### src/rtl/gray_pkg.sv
// -----------------------------------------------------------------------------
// gray_pkg
// Shared definitions for the Gray-count decoder:
//   GRAY_WIDTH  - default width of the Gray / binary count
//   ERR_CNT_DEF - default width of the saturating error counter
//   state_t     - decoder FSM states
//   ACQ_LAST    - last value of the ACQUIRE flush counter before loading
//   gray2bin    - reference Gray-to-binary conversion for up to 32 bits
// -----------------------------------------------------------------------------
package gray_pkg;

  localparam int GRAY_WIDTH  = 4;
  localparam int ERR_CNT_DEF = 8;
  localparam int GRAY_MAX_W  = 32;

  typedef enum logic [1:0] {
    ACQUIRE = 2'd0,
    LOCKED  = 2'd1,
    FAULT   = 2'd2
  } state_t;

  // Two cycles of synchronizer flush, the load happens while the counter
  // holds this value.
  localparam logic [1:0] ACQ_LAST = 2'd2;

  // Each binary bit is the XOR of all Gray bits at or above it. Narrower
  // counts can be zero-extended: leading zeros do not change the result.
  function automatic logic [GRAY_MAX_W-1:0] gray2bin(input logic [GRAY_MAX_W-1:0] g);
    logic [GRAY_MAX_W-1:0] b;
    b[GRAY_MAX_W-1] = g[GRAY_MAX_W-1];
    for (int i = GRAY_MAX_W - 2; i >= 0; i--) begin
      b[i] = b[i+1] ^ g[i];
    end
    return b;
  endfunction

endpackage

### src/rtl/sync_2ff.sv
// -----------------------------------------------------------------------------
// sync_2ff
// Two-flop synchronizer for a multi-bit Gray count. Because a Gray count
// changes only one bit per advance, bitwise synchronization is safe.
// Ports:
//   clk  - destination clock
//   rst  - asynchronous active-high reset, clears both stages to 0
//   d    - asynchronous input vector
//   s1   - first stage (possibly metastable, not for use by logic)
//   s2   - second stage, safe to use in the clk domain
// -----------------------------------------------------------------------------
module sync_2ff #(
  parameter int WIDTH = 4
) (
  input  logic             clk,
  input  logic             rst,
  input  logic [WIDTH-1:0] d,
  output logic [WIDTH-1:0] s1,
  output logic [WIDTH-1:0] s2
);

  logic [WIDTH-1:0] s1_reg;
  logic [WIDTH-1:0] s2_reg;

  always_ff @(posedge clk or posedge rst) begin
    if (rst) begin
      s1_reg <= '0;
      s2_reg <= '0;
    end else begin
      s1_reg <= d;
      s2_reg <= s1_reg;
    end
  end

  assign s1 = s1_reg;
  assign s2 = s2_reg;

endmodule

### src/rtl/gray_decoder.sv
// -----------------------------------------------------------------------------
// gray_decoder
// Synchronizes a Gray count from a free-running up-counter, decodes it to
// binary and tracks it with a small FSM that accepts only +1 advances.
// Ports:
//   clk      - clock, all state on rising edge
//   rst      - asynchronous active-high reset
//   gray_in  - Gray count, possibly from another clock domain
//   clr_err  - synchronous clear of err_cnt
//   bin_out  - binary value of the last accepted sample
//   step     - one-cycle pulse on an accepted +1 advance (incl. wrap)
//   err      - one-cycle pulse on an illegal transition
//   locked   - high while the FSM is in LOCKED
//   err_cnt  - saturating count of err pulses
// -----------------------------------------------------------------------------
module gray_decoder
  import gray_pkg::*;
#(
  parameter int WIDTH     = GRAY_WIDTH,
  parameter int ERR_CNT_W = ERR_CNT_DEF
) (
  input  logic                 clk,
  input  logic                 rst,
  input  logic [WIDTH-1:0]     gray_in,
  input  logic                 clr_err,
  output logic [WIDTH-1:0]     bin_out,
  output logic                 step,
  output logic                 err,
  output logic                 locked,
  output logic [ERR_CNT_W-1:0] err_cnt
);

  localparam logic [ERR_CNT_W-1:0] ERR_MAX = '1;

  logic [WIDTH-1:0] s1;
  logic [WIDTH-1:0] s2;
  logic [WIDTH-1:0] bin_s2;
  logic [WIDTH-1:0] bin_inc;
  logic             err_detect;

  state_t                 state_reg;
  logic [1:0]             acq_cnt_reg;
  logic [WIDTH-1:0]       bin_out_reg;
  logic                   step_reg;
  logic                   err_reg;
  logic                   locked_reg;
  logic [ERR_CNT_W-1:0]   err_cnt_reg;

  sync_2ff #(
    .WIDTH (WIDTH)
  ) u_sync (
    .clk (clk),
    .rst (rst),
    .d   (gray_in),
    .s1  (s1),
    .s2  (s2)
  );

  // Gray to binary on the synchronized sample: bit i is the XOR of s2[WIDTH-1:i].
  for (genvar gi = 0; gi < WIDTH; gi++) begin : g_bin
    assign bin_s2[gi] = ^s2[WIDTH-1:gi];
  end

  // Natural WIDTH-bit overflow gives the wrap from all-ones to zero.
  assign bin_inc = bin_out_reg + WIDTH'(1);

  // Anything other than "unchanged" or "+1" while locked is illegal.
  assign err_detect = (state_reg == LOCKED) &&
                      (bin_s2 != bin_out_reg) &&
                      (bin_s2 != bin_inc);

  always_ff @(posedge clk or posedge rst) begin
    if (rst) begin
      state_reg   <= ACQUIRE;
      acq_cnt_reg <= '0;
      bin_out_reg <= '0;
      step_reg    <= 1'b0;
      err_reg     <= 1'b0;
      locked_reg  <= 1'b0;
      err_cnt_reg <= '0;
    end else begin
      step_reg <= 1'b0;
      err_reg  <= 1'b0;

      case (state_reg)
        ACQUIRE: begin
          locked_reg <= 1'b0;
          if (acq_cnt_reg == ACQ_LAST) begin
            bin_out_reg <= bin_s2;
            acq_cnt_reg <= '0;
            state_reg   <= LOCKED;
            locked_reg  <= 1'b1;
          end else begin
            acq_cnt_reg <= acq_cnt_reg + 2'd1;
          end
        end

        LOCKED: begin
          if (err_detect) begin
            // bin_out keeps the last good value during the error cycle.
            err_reg    <= 1'b1;
            state_reg  <= FAULT;
            locked_reg <= 1'b0;
          end else if (bin_s2 == bin_inc) begin
            bin_out_reg <= bin_s2;
            step_reg    <= 1'b1;
          end
        end

        FAULT: begin
          // Resynchronize to whatever the counter shows now.
          bin_out_reg <= bin_s2;
          state_reg   <= LOCKED;
          locked_reg  <= 1'b1;
        end

        default: begin
          state_reg   <= ACQUIRE;
          acq_cnt_reg <= '0;
          locked_reg  <= 1'b0;
        end
      endcase

      // A clear that coincides with a new error keeps that error counted.
      if (clr_err) begin
        err_cnt_reg <= err_detect ? ERR_CNT_W'(1) : '0;
      end else if (err_detect && (err_cnt_reg != ERR_MAX)) begin
        err_cnt_reg <= err_cnt_reg + ERR_CNT_W'(1);
      end
    end
  end

  assign bin_out = bin_out_reg;
  assign step    = step_reg;
  assign err     = err_reg;
  assign locked  = locked_reg;
  assign err_cnt = err_cnt_reg;

endmodule

### config.mk
export PLATFORM = sky130hd
export DESIGN_NAME = gray_decoder
export DESIGN_NICKNAME = d
export VERILOG_FILES = /design/src/rtl/gray_pkg.sv /design/src/rtl/sync_2ff.sv /design/src/rtl/gray_decoder.sv
export SDC_FILE = /design/constraint.sdc
export NUM_CORES = 1
export LEC_CHECK = 0
export CAP_MARGIN = 20
export CORE_UTILIZATION = 40
export CTS_BUF_LIST = sky130_fd_sc_hd__clkbuf_4 sky130_fd_sc_hd__clkbuf_8
export DETAILED_ROUTE_END_ITERATION = 10
export GPL_ROUTABILITY_DRIVEN = 1
export GPL_TIMING_DRIVEN = 1
export PLACE_DENSITY = 0.64
export SYNTH_ARGS = -nofsm -noshare
export SYNTH_HDL_FRONTEND = slang
export SYNTH_SLANG_ARGS = --single-unit
### constraint.sdc
create_clock -name clk -period 4.8 [get_ports clk]
set_clock_uncertainty 0.1 [all_clocks]
set_input_delay 0.72 -clock clk [delete_from_list [all_inputs] [get_ports clk]]
set_output_delay 0.72 -clock clk [all_outputs]
set_load 0.05 [all_outputs]
Yosys cells after proc, flatten, opt, wreduce, memory -nomap -nowiden
Index checks and enable logic that the tools add are counted.
Storage, ports and cells
  flip-flop bits (word level): 27
  output and inout bits: 15
Cells by class
  add/sub/neg operators: 3
  eq/ne operators: 11
  muxes and demuxes: 20
  reductions and logical operators: 12
Operators with widths (count)
  $mux W8: 2
  $mux W4: 3
  $pmux W4 S3: 1
  $add A8 B1 Y8 const B: 1
  $mux W1: 8
  $ne A4 B4 Y1: 2
  $ne A8 B8 Y1 const B: 1
  $mux W2: 3
  $ne A2 B2 Y1 const B: 3
  $pmux W2 S3: 1
  $add A4 B1 Y4 const B: 1
  $eq A2 B2 Y1 const B: 2
  $eq A4 B4 Y1: 1
  $pmux W2 S2: 1
  $reduce_and A4 Y1: 1
  $reduce_xor A4 Y1: 1
  $logic_and A1 B1 Y1: 3
  $pmux W1 S3: 1
  $reduce_bool A3 Y1: 1
  $reduce_xor A3 Y1: 1
  $add A2 B1 Y2 const B: 1
  $eq A2 B1 Y1 const B: 1
  $logic_not A2 Y1: 1
  $ne A2 B1 Y1 const B: 1
  other kinds (4): 4

Depth between registers and ports, before layout
Gate-level depths: netlist (run 1).
  depth after elaboration: 7
  depth in mapped cells: 8
  gate-level depth less buffers: 7

Modules after synthesis
Synthesis (run 1) repeated with hierarchy kept, for this count alone.
Unflattened totals
  cell total of the unflattened synthesis: 128
  area total of the unflattened synthesis: 1403.8 um^2
Modules (own cells, without submodules)
  gray_decoder: instances 1, cells each 119, area an instance 1199.9 um^2, sequential area each 475.5 um^2
  sync_2ff: instances 1, cells each 9, area an instance 203.9 um^2, sequential area each 200.2 um^2

Worst setup path after synthesis (run 1)
OpenSTA, ideal clock, no wires.
  path type: register to register
  start point: reg bin_out_reg[3], in the netlist bin_out[3]
  end point: reg locked_reg, in the netlist locked
  data arrival time: 2079 ps
  required time: 4575 ps
  setup slack: 2497 ps
  stages on the path, launching flop included: 7
  buffers on the path: 0
  cell sequence: dfrtp_1 > or3_2 > a211o_2 > a21o_2 > nand2_1 > nand2_1 > mux2_2
On the way
  longest elaborated chain between the ends: 4
RTL lines
  start: declaration: RTL line gray_decoder.sv:43  | logic [WIDTH-1:0] bin_out_reg;
  start signal: assignment: RTL line gray_decoder.sv:89  | bin_out_reg <= bin_s2;
  start signal: assignment: RTL line gray_decoder.sv:105  | bin_out_reg <= bin_s2;
  start signal: assignment: RTL line gray_decoder.sv:112  | bin_out_reg <= bin_s2;
  $add A4 B1 Y4 or $ne A4 B4 Y1 (tied branches): RTL line gray_decoder.sv:65, gray_decoder.sv:69
  $ne A4 B4 Y1 or $logic_and A1 B1 Y1 (tied branches): RTL line gray_decoder.sv:70, gray_decoder.sv:68
  $logic_and A1 B1 Y1 *: RTL line gray_decoder.sv:69  | (bin_s2 != bin_out_reg) &&
  $ne A2 B2 Y1 (no source line) *
  end signal: assignment: RTL line gray_decoder.sv:79  | locked_reg <= 1'b0;
  end signal: assignment: RTL line gray_decoder.sv:87  | locked_reg <= 1'b0;
  end signal: assignment: RTL line gray_decoder.sv:92  | locked_reg <= 1'b1;
  end: declaration: RTL line gray_decoder.sv:46  | logic locked_reg;
Every way passes the cells marked *; elsewhere a longest branch is shown, timed or not.
A chain may end at the register's enable or synchronous reset.

Worst setup path after layout (run 1)
  start point: reg err_cnt_reg[0], in the netlist err_cnt[0]
  end point: out err_cnt[0]
RTL lines
  start: declaration: RTL line gray_decoder.sv:47  | logic [ERR_CNT_W-1:0] err_cnt_reg;
  start signal: assignment: RTL line gray_decoder.sv:126  | err_cnt_reg <= err_detect ? ERR_CNT_W'(1) : '0;
  start signal: assignment: RTL line gray_decoder.sv:128  | err_cnt_reg <= err_cnt_reg + ERR_CNT_W'(1);
  end: declaration: RTL line gray_decoder.sv:30  | output logic [ERR_CNT_W-1:0] err_cnt
No word-level cell between the ends.

==> results of run 1 <==
## power groups by stage
stage / registers (mW) / clock network [mW] / logic (mW)
after floorplan: 0.424 / 0 / 0.233
after global placement: 0.333 / 0 / 0.430
after detailed placement: 0.334 / 0 / 0.439
after CTS: 0.330 / 0.105 / 0.440
after global routing: 0.341 / 0.118 / 0.482
final: 0.329 / 0.0979 / 0.436
## synthesized netlist by cell type
library cell	n
and4_1	2
or3_1	1
nand2_1	12
a21o_1	1
or3_2	1
dfrtp_1	27
o211ai_1	4
nand3_1	6
nand2b_1	2
or4_1	4
a21oi_1	3
a211o_2	1
nor2_1	6
ha_1	6
o21ai_0	7
and3b_2	1
xnor2_1	6
a21boi_0	1
a32o_1	1
mux2_2	2
a21o_2	1
a211o_1	1
o31ai_1	1
mux2i_1	1
xor2_1	4
buf_6	2
nand4_1	3
nor3_1	1
and3_1	1
o21a_1	2
inv_1	7
a22o_1	1
o22a_1	1
nor3b_1	1
xnor3_2	1
## stage by stage
step / cell area, sq um / util [%]
floorplan: 1340 / -
global placement: 1580 / 50.8
detailed placement: 1580 / 50.8
CTS: 1610 / 51.8
global route: 1640 / 52.7
finish: 1640 / 52.7
## cell families after synthesis
kind of cell	Yosys count	share of synthesized area, %
flops	27	50.6
compound gates	25	12.9
fa+ha+maj	6	5.62
buf+inv	9	3.66
simple gates	41	16.4
xor+xnor	11	8.34
mux	3	2.44
## worst min path at each step
| stage | end | slack (ps) | cells past startpoint |
|---|---|---|---|
| 6_report | u_sync.s2[3]$_DFF_PP0_ | 260 | 0 |
| 2_1_floorplan | u_sync.s2[0]$_DFF_PP0_ | 230 | 0 |
| 3_3_place_gp | u_sync.s2[3]$_DFF_PP0_ | 230 | 0 |
| 4_1_cts | u_sync.s2[3]$_DFF_PP0_ | 270 | 0 |
| 3_5_place_dp | u_sync.s2[3]$_DFF_PP0_ | 230 | 0 |
| 5_1_grt | u_sync.s2[2]$_DFF_PP0_ | 280 | 0 |
## metal layers
metal / track usage (%) / up-vias / wire length [um]
met2: 25.4 / 12 / 1140
met3: 2.81 / 2 / 64
met5: 0 / - / 0
met1: 20.4 / 477 / 1100
li1: - / 488 / -
met4: 5.98 / 0 / 19
## layout make-up
type                       count  share of cell area (%)
inverter                       7                    1.61
clock buffer                   4                    1.84
timing repair buffer          22                    14.5
multi-input combinational     86                    37.3
sequential                    27                    41.3
tap                           44                    3.37
==> summary.md, run 1 <==
| Metric | Value |
|---|---|
| Dominant cell type by area after synthesis | `dfrtp_1` |
| Mean instance size in the synthesized netlist | `10.9 sq um` |
| Worst Hold Launch | `u_sync.s1[3]$_DFF_PP0_` |
| Signal arrival time at the worst endpoint | `1640 ps` |
| Number of standard-cell rows in the floorplan | `20` |
| CP max stage delay | `between 800 and 900 ps` |
| Worst setup startpoint | `err_cnt[0]$_DFFE_PP0P_` |
| Final-layout setup total negative slack | `0 ps` |
| Wire length of the first global-routing pass | `slightly above 4 mm` |
| Class of the worst hold path | `flop to flop` |
| Buf/Inv on CP | `1` |
| Top area cells in the synthesized netlist | `dfrtp_1, ha_1, xnor2_1` |
| Pint | `0.489 mW` |
| Worst setup margin | `between 2000 and 2500 ps` |
| Hold Slack | `264 ps` |
| Launch point of the worst reg-to-reg path | `u_sync.s2[2]$_DFF_PP0_` |
| Number of diodes | `0` |
| Minimum setup slack after placement | `2480 ps` |
| Worst max-slew margin expressed relative to the limit | `66.3%` |
| Post-synthesis cell count | `122` |
| Maximum capacitance violations | `0` |
| Cell type of the slowest stage on the worst timing path | `clkdlybuf4s50_1` |
| Mean routed wirelength per cell | `12.2 um` |
| Clk pwr share | `11.4%` |
| Deepest clock path buffer count | `2` |
| Pwr dens | `527 nW/um^2` |
| Maximum fanout along the worst path | `7` |
| Leading cell types in the layout, fill and taps excluded | `dfrtp_1, clkdlybuf4s50_1, nand2_1` |
| Post-CTS Resized | `0` |
| Overall via count from detail_route | `between 900 and 1000` |
| Number of design rule violations left after detail routing | `0` |
| Die boundary width | `59.8 um` |
| Maximum number of pins on one net before global-route repair | `28` |
| Core Footprint | `3100 sq um` |
| Setup crit end kind | `output port` |
| Number of routed nets with antenna violations | `0` |
| Worst setup path endpoint | `err_cnt[0]` |
| TritonCTS Buffers | `3` |
| Starting Density | `43.0%` |
| Net switching fraction of the power | `43.2%` |
| Instance count on the critical path | `1` |
| Final Net Count | `160` |
| Number of placed cells counting well taps | `between 150 and 200` |
| Footprint of the flip-flops and latches | `676 sq um` |
| Post-DR vias/cell | `5.15` |
| Buffers on Ports | `21` |
| Share of final-layout standard cells stronger than drive strength 1 | `slightly above 8%` |
| Register bit total from synthesis | `27` |
| Final wirelength | `about 2.3 mm` |
| Flip-flop count of the largest register, all copies and words added | `8` |
| Reg2reg path depth | `6` |
| Number of distinct library cell variants in the gate-level netlist after synthesis | `35` |
| Leakage power figure | `slightly above 0.7 nW` |
| Hold violation count in the final report | `0` |
| Setup repair after global routing missed its margin | `no` |
| Netlist Area Pre-Place | `1340 sq um` |
| Result of the run | `complete, no violations` |
| Number of cells in the finished layout apart from fillers | `190` |
| CP required | `about 4000 ps` |
| Fin crit period | `2460 ps` |
| Cell at the root of the clock tree | `clkbuf_4` |
| HPWL Detailed | `1.75 mm` |
| Synth warnings | `0` |
| Global placer's final weighted congestion | `0.857` |
| TritonCTS clock tree | `done` |
| Switching Power | `0.373 mW` |
| Critical path startpoint category | `flop` |
| Layout-stage area growth over the synthesis result | `22.5%` |
| Relative contribution of sequential cells to total power | `38.1%` |
| Initial DRT Pass Iterations | `2` |
| Initial antenna violation count | `0` |
| Crit-path leading delay family | `buffers and inverters` |
| Most frequent standard cell in the layout excluding fill and tap cells | `dfrtp_1` |
| Register clock-pin slew on the reported worst setup and hold paths | `between 100 and 150 ps` |
| Area of the die | `approximately 3600 sq um` |
| Pin slew with the least headroom to its limit | `approximately 500 ps` |
| Initial DRC Count | `29` |
| Grt ovf | `0` |
| Floorplan die height | `59.8 um` |
| Comb pwr share | `50.5%` |
| Top-level port count | `22` |
| Filler cell count in the final layout | `301` |
| Clock latency on the worst-skew pair | `between 300 and 400 ps` |
| Critical Setup Path Class | `flop to output port` |
| R2r setup slk | `2440 ps` |
| Max-slew violation count | `0` |
| Area fraction of the dominant cell type after synthesis | `50.6%` |
| Tot Pwr | `0.862 mW` |
| Cells along the critical path | `clkdlybuf4s50_1` |
| Post CTS Setup Buffer Count | `0` |
| Total global routing track utilization | `15.5%` |
| Synth Net Count | `135` |
| H-Tree Level Count | `1` |
| Setup violations, final | `0` |
| Number of sinks handled by clock tree synthesis | `27` |
| Upper clock frequency limit | `about 0.4 GHz` |
| Worst flop-to-flop path endpoint | `err_cnt[4]$_DFFE_PP0P_` |
| Hold buffers post-CTS | `0` |
| Fraction of the yosys area taken by sequential cells | `50.6%` |
| Largest vdd supply drop | `0.222 mV` |
| Number of global-route vias before repair | `about 950` |
| Area occupied by multi-input gates | `approximately 600 sq um` |
| Final worst-path cycle share | `51.2%` |
(Power assumes the default switching activity.)
==> run 2: changes to the inputs <==
Clock period 4.8 ns to 2.3 ns, I/O delays scaled along.
==> run 2 against run 1 <==
  * Sequential share of layout area down 1.5 points
  * Final area rose by 4.2%
  * Wire length is 13% higher
  * Global-route usage rose by 1.2 points
  * Non-clock buffer count up 9
  * Die area is the same
  * Flip-flop and latch count unchanged
  * Clock-buffer cell count fell by 1
  * Register-to-register slack lost 2400 ps
  * Largest power group unchanged
==> summary.md, run 2 (same netlist as run 1, synthesis figures left out) <==
| Metric | Value |
|---|---|
| Worst setup path endpoint | `err_cnt[6]$_DFFE_PP0P_` |
| Overall via count from detail_route | `1026` |
| Relative contribution of sequential cells to total power | `33.6%` |
| R2r setup slk | `60 ps` |
| Switching Power | `0.847 mW` |
| Result of the run | `complete, no violations` |
| Initial antenna violation count | `0` |
| Number of placed cells counting well taps | `192` |
| Util after Layout | `54.9%` |
| Number of sinks handled by clock tree synthesis | `27` |
| Signal arrival time at the worst endpoint | `~2400 ps` |
| Wire length of the first global-routing pass | `4.42 mm` |
| Worst setup margin | `about 64 ps` |
| Number of diodes | `0` |
| Most frequent standard cell in the layout excluding fill and tap cells | `dfrtp_1` |
| Core Footprint | `between 3000 and 4000 sq um` |
| Worst max-slew margin expressed relative to the limit | `between 60% and 70%` |
| Setup violations, final | `0` |
| Pwr dens | `1150 nW/um^2` |
| Leading cell types in the layout, fill and taps excluded | `dfrtp_1, clkdlybuf4s50_1, nand2_1` |
| Hold violation count in the final report | `0` |
| Critical Setup Path Class | `flop to flop` |
| Flip-flop count of the largest register, all copies and words added | `8` |
| Pin slew with the least headroom to its limit | `500 ps` |
| Deepest clock path buffer count | `2` |
| Initial DRT Pass Iterations | `4` |
| Grt ovf | `0` |
| Share of final-layout standard cells stronger than drive strength 1 | `16.8%` |
| Number of routed nets with antenna violations | `0` |
| Cells along the critical path | `xnor3_2 > xor2_1 > nand4_1 > nand3_1 > buf_6 > or4_1 > nand2_1` |
| Largest vdd supply drop | `roughly 0.53 mV` |
| CP required | `2490 ps` |
| Final Net Count | `approximately 170` |
| Post-DR vias/cell | `~5.2` |
| CP max stage delay | `around 500 ps` |
| Max-slew violation count | `0` |
| HPWL Detailed | `1.92 mm` |
| Number of cells in the finished layout apart from fillers | `199` |
| Final Cell Area | `1700 sq um` |
| Critical path startpoint category | `flop` |
| Worst setup startpoint | `u_sync.s2[1]$_DFF_PP0_` |
| Setup repair after global routing missed its margin | `yes` |
| Buffers on Ports | `21` |
| Maximum capacitance violations | `0` |
| Final wirelength | `2.63 mm` |
| Layout-stage area growth over the synthesis result | `27.6%` |
| Reg2reg path depth | `7` |
| Die boundary width | `59.8 um` |
| Number of global-route vias before repair | `1010` |
| Minimum setup slack after placement | `35.6 ps` |
| Hold Slack | `between 200 and 250 ps` |
| Comb pwr share | `55.0%` |
| Maximum fanout along the worst path | `11` |
| Initial DRC Count | `18` |
| Maximum number of pins on one net before global-route repair | `28` |
| Register clock-pin slew on the reported worst setup and hold paths | `about 150 ps` |
| Number of design rule violations left after detail routing | `0` |
| Global placer's final weighted congestion | `0.820` |
| Starting Density | `43.0%` |
| Leakage power figure | `0.768 nW` |
| Launch point of the worst reg-to-reg path | `u_sync.s2[1]$_DFF_PP0_` |
| TritonCTS clock tree | `done` |
| H-Tree Level Count | `1` |
| Setup crit end kind | `flop` |
| Pint | `1.12 mW` |
| Net switching fraction of the power | `a little over two fifths` |
| Tot Pwr | `1.96 mW` |
| Final worst-path cycle share | `a little over nine tenths` |
| Top-level port count | `22` |
| Hold buffers post-CTS | `0` |
| Clock latency on the worst-skew pair | `330 ps` |
| Cell at the root of the clock tree | `clkbuf_4` |
| Total global routing track utilization | `approximately 17%` |
| Mean routed wirelength per cell | `roughly 13 um` |
| Cell area after placement | `1630 sq um` |
| TritonCTS Buffers | `3` |
| Worst flop-to-flop path endpoint | `err_cnt[6]$_DFFE_PP0P_` |
| Area of the die | `3570 sq um` |
| Final-layout setup total negative slack | `0 ps` |
| Floorplan die height | `59.8 um` |
| Fin crit period | `between 2000 and 2500 ps` |
| Upper clock frequency limit | `about 0.45 GHz` |
| Clk pwr share | `11.3%` |
| Class of the worst hold path | `primary input to asynchronous set/reset pin` |
| Cell type of the slowest stage on the worst timing path | `xnor3_2` |
| Number of standard-cell rows in the floorplan | `20` |
run 2: cell count changes in the layout (fill, tap and decap cells not counted):
cell / before / now
buf_4: 0 / 9
dfrtp_1: 27 / 25
dfrtp_2: 0 / 2
buf_16: 1 / 0
buf_6: 0 / 1
clkbuf_4: 4 / 3
inv_6: 0 / 1
nand2_1: 12 / 11
nand2_2: 0 / 1
or4_1: 4 / 3
or4_4: 0 / 1
xnor2_1: 6 / 5
xnor2_2: 0 / 1
run 2: how the worst min path moves through the flow:
stage / from / end / slack (ps) / depth (start not counted)
after floorplan: u_sync.s1[0]$_DFF_PP0_ / u_sync.s2[0]$_DFF_PP0_ / 230 / 0
after global placement: u_sync.s1[3]$_DFF_PP0_ / u_sync.s2[3]$_DFF_PP0_ / 230 / 0
after detailed placement: u_sync.s1[3]$_DFF_PP0_ / u_sync.s2[3]$_DFF_PP0_ / 230 / 0
after CTS: rst / u_sync.s1[0]$_DFF_PP0_ / 260 / 3
after global routing: u_sync.s1[2]$_DFF_PP0_ / u_sync.s2[2]$_DFF_PP0_ / 280 / 0
final: rst / u_sync.s1[0]$_DFF_PP0_ / 250 / 3
run 2: critical path: cells and delay by family, from the launching register on:
family / cells / cell delay, ps
buffers and inverters: 1 / 150
AND/OR/NAND/NOR: 4 / 860
flip-flops: 1 / 410
XOR/XNOR: 2 / 670
run 2: routing by layer:
| layer | share of wire, % | track usage [%] | vias up |
|---|---|---|---|
| met2 | 50 | 27.6 | 23 |
| met5 | 0 | 0 | - |
| met3 | 3.0 | 3.68 | 6 |
| met1 | 45 | 20.8 | 499 |
| li1 | - | - | 498 |
| met4 | 1.5 | 7.31 | 0 |
run 2: cell type report:
| class | count | area (sq um) |
|---|---|---|
| clock buffer | 3 | 22.5 |
| clock inverter | 1 | 8.76 |
| fill | 308 | 1400 |
| inverter | 7 | 26.3 |
| multi-input combinational | 86 | 624 |
| sequential | 27 | 678 |
| tap | 44 | 55.1 |
| timing repair buffer | 31 | 289 |
run 2: timing repair:
item,4_1_cts,5_1_grt
setup endpoints to repair,0,10
buffers inserted,0,3
resized for setup,0,5
hold endpoints to repair,0,0
run 2: power groups by stage:
stage	logic, mW	registers (mW)	clock network [mW]
floorplan	0.487	0.888	0
global placement	0.993	0.666	0
detailed placement	1.01	0.672	0
CTS	1.02	0.662	0.235
global route	1.18	0.674	0.252
finish	1.08	0.660	0.223
==> RTL change (settings of run 2) <==
Change the package constant `ERR_CNT_DEF` from 8 to 16.
--- a/src/rtl/gray_pkg.sv
+++ b/src/rtl/gray_pkg.sv
@@ -11,5 +11,5 @@
 
   localparam int GRAY_WIDTH  = 4;
-  localparam int ERR_CNT_DEF = 8;
+  localparam int ERR_CNT_DEF = 16;
   localparam int GRAY_MAX_W  = 32;
 
Interface: changed (resized err_cnt); port bits go from 22 to 30. No check against the original RTL was run, so the function may have changed too.
==> RTL change against run 2 <==
  * The run now ends with DRC, setup timing left
  * Fmax down 9.3%
  * Sequential cell count up 8
  * Final area up 60%
  * Combinational power grew 81%
  * Total power rose by 62%
  * Worst setup slack worse by 230 ps
  * Area after synthesis is 41% higher
  * First-iteration DRC count rose to 3.9 times the old value
  * Wire length increased by 70%
  * Sequential power rose by 23%
  * Critical path type unchanged
  * Largest cell class is now multi-input combinational cells
  * Largest power group unchanged
==> RTL change: results (changes against run 2) <==
- Status: complete, but fails checks
- Failing checks: DRC, setup timing
- Non-Filler Instances: 293 (+47%)
- Syn avg cell area: 10.65 µm² (-2.7%)
- Number of flip-flops under the largest register name: 16 (+8)
- Worst Hold Class: reg2reg
- Endpoints failing setup: 14 (+14)
- Post-Place Cell Area: 2435 µm² (+49%)
- Layout cells sized above 1: 34.44% (+18 points)
- H-tree depth: 2 (+1)
- Final worst setup slack: -166.0 ps (-229.8 ps)
- CTS Buf Count: 5 (+2)
- PortBufs: 29 (+38%)
- Crit-path max cell delay: 480 ps (-20 ps)
- Yosys cell types: 47 (+34%)
- DRC viols: 4 (+4)
- Skew-Pair Late Insertion Delay: 290 ps (-40 ps)
- Post-synth top cells: dfrtp_1 (35), a21oi_1 (12), inv_1 (11), nor2_1 (10)
- DRT Pass-1 Iters: 7 (+3)
- First-pass GRT wire length: 6844 µm (+55%)
- Largest net degree at the start of global routing: 36 (+29%)
- Setup TNS: -1344 ps (-1344 ps)
- Post-DR vias/cell: 5.433 (+5.4%)
- Initial DRC Count: 71 (+53)
- Clock tree root driver cell: clkbuf_8
- DPL Wire Length: 2967 µm (+55%)
- Critical path data arrival time: 2580 ps (+160 ps)
- Routability Congestion: 0.8179 (-0.20%)
- Switching Power: 1.345 mW (+59%)
RTL change: cell types whose count changed after synthesis, moves of 4 or more:
cell,run 2,this run
a21oi_1,3,12
dfrtp_1,27,35
mux2_1,0,7
nand2_1,12,7
clkbuf_1,0,4
inv_1,7,11
nor2_1,6,10
nor2b_1,0,4
o211ai_1,4,0
or3_1,1,5
RTL change: what timing repair did:
action                                  CTS  global route
endpoints found under the setup margin   16            22
hold buffers                              0             0
pin swaps                                 0            24
gates resized for setup                   4            25
setup buffers                             0             8
gates cloned                              0             2
RTL change: layout make-up:
type	instances	area, µm²
fill	369	1717
timing repair buffer	61	538.0
inverter	11	41.29
clock inverter	3	15.01
sequential	35	885.9
multi-input combinational	126	1114
clock buffer	5	68.82
tap	52	65.06
RTL change: final timing paths:
check	startpoint	to	slack, ps	depth (start not counted)
max	u_sync.s2[3]	err_cnt[5]	-170	7
min	u_sync.s1[2]	u_sync.s2[2]	250	0
max reg2reg	u_sync.s2[3]	err_cnt[5]	-170	7
min reg2reg	u_sync.s1[2]	u_sync.s2[2]	250	0
max in group asynchronous	rst	bin_out[0]	1400	3
min in group asynchronous	rst	acq_cnt_reg[0]	350	3
RTL change: power by group through the flow:
stage / clock network, mW / registers [mW] / logic (mW)
2_1_floorplan: 0 / 1.04 / 0.820
3_5_place_dp: 0 / 0.819 / 1.51
4_1_cts: 0.444 / 0.811 / 1.53
5_1_grt: 0.466 / 0.825 / 2.08
3_3_place_gp: 0 / 0.815 / 1.46
6_report: 0.430 / 0.813 / 1.95
RTL change: cell families (layout without fill, tap and decap cells):
| group | count (synthesis) | after routing | share of synthesized area (%) |
|---|---|---|---|
| flops | 35 | 35 | 46.48 |
| mux | 9 | 9 | 5.379 |
| xor+xnor | 13 | 13 | 8.433 |
| buf+inv | 18 | 80 | 4.249 |
| compound gates | 37 | 37 | 13.75 |
| simple gates | 59 | 61 | 17.73 |
| fa+ha+maj | 6 | 6 | 3.984 |
RTL change: per-layer routing:
layer,global-route usage (%),vias up,wire length (µm)
met5,0,-,0
met3,4.416,11,154
li1,-,762,-
met4,7.111,0,85
met2,28.91,38,2206
met1,22.51,781,2009
RTL change: metrics by stage:
step | setup slack, ps | power, mW | hold slack (ps) | utilization, %
2_1_floorplan | -20.92 | 1.864 | 231.2 | -
3_5_place_dp | -122.6 | 2.327 | 235.5 | 54.79
3_3_place_gp | -69.98 | 2.280 | 231.8 | 54.79
4_1_cts | -130.9 | 2.786 | 252.6 | 57.12
6_report | -166.0 | 3.188 | 249.9 | 61.37
5_1_grt | -219.7 | 3.370 | 260.8 | 61.37
RTL change: worst reg2reg max path, stage by stage, from the launching register on:
cell and delay [ps]:
dfrtp_1 420, xnor3_2 410, xnor3_2 290, a311oi_4 330, buf_6 180, nor2_4 60
or4_4 480, a21oi_2 130
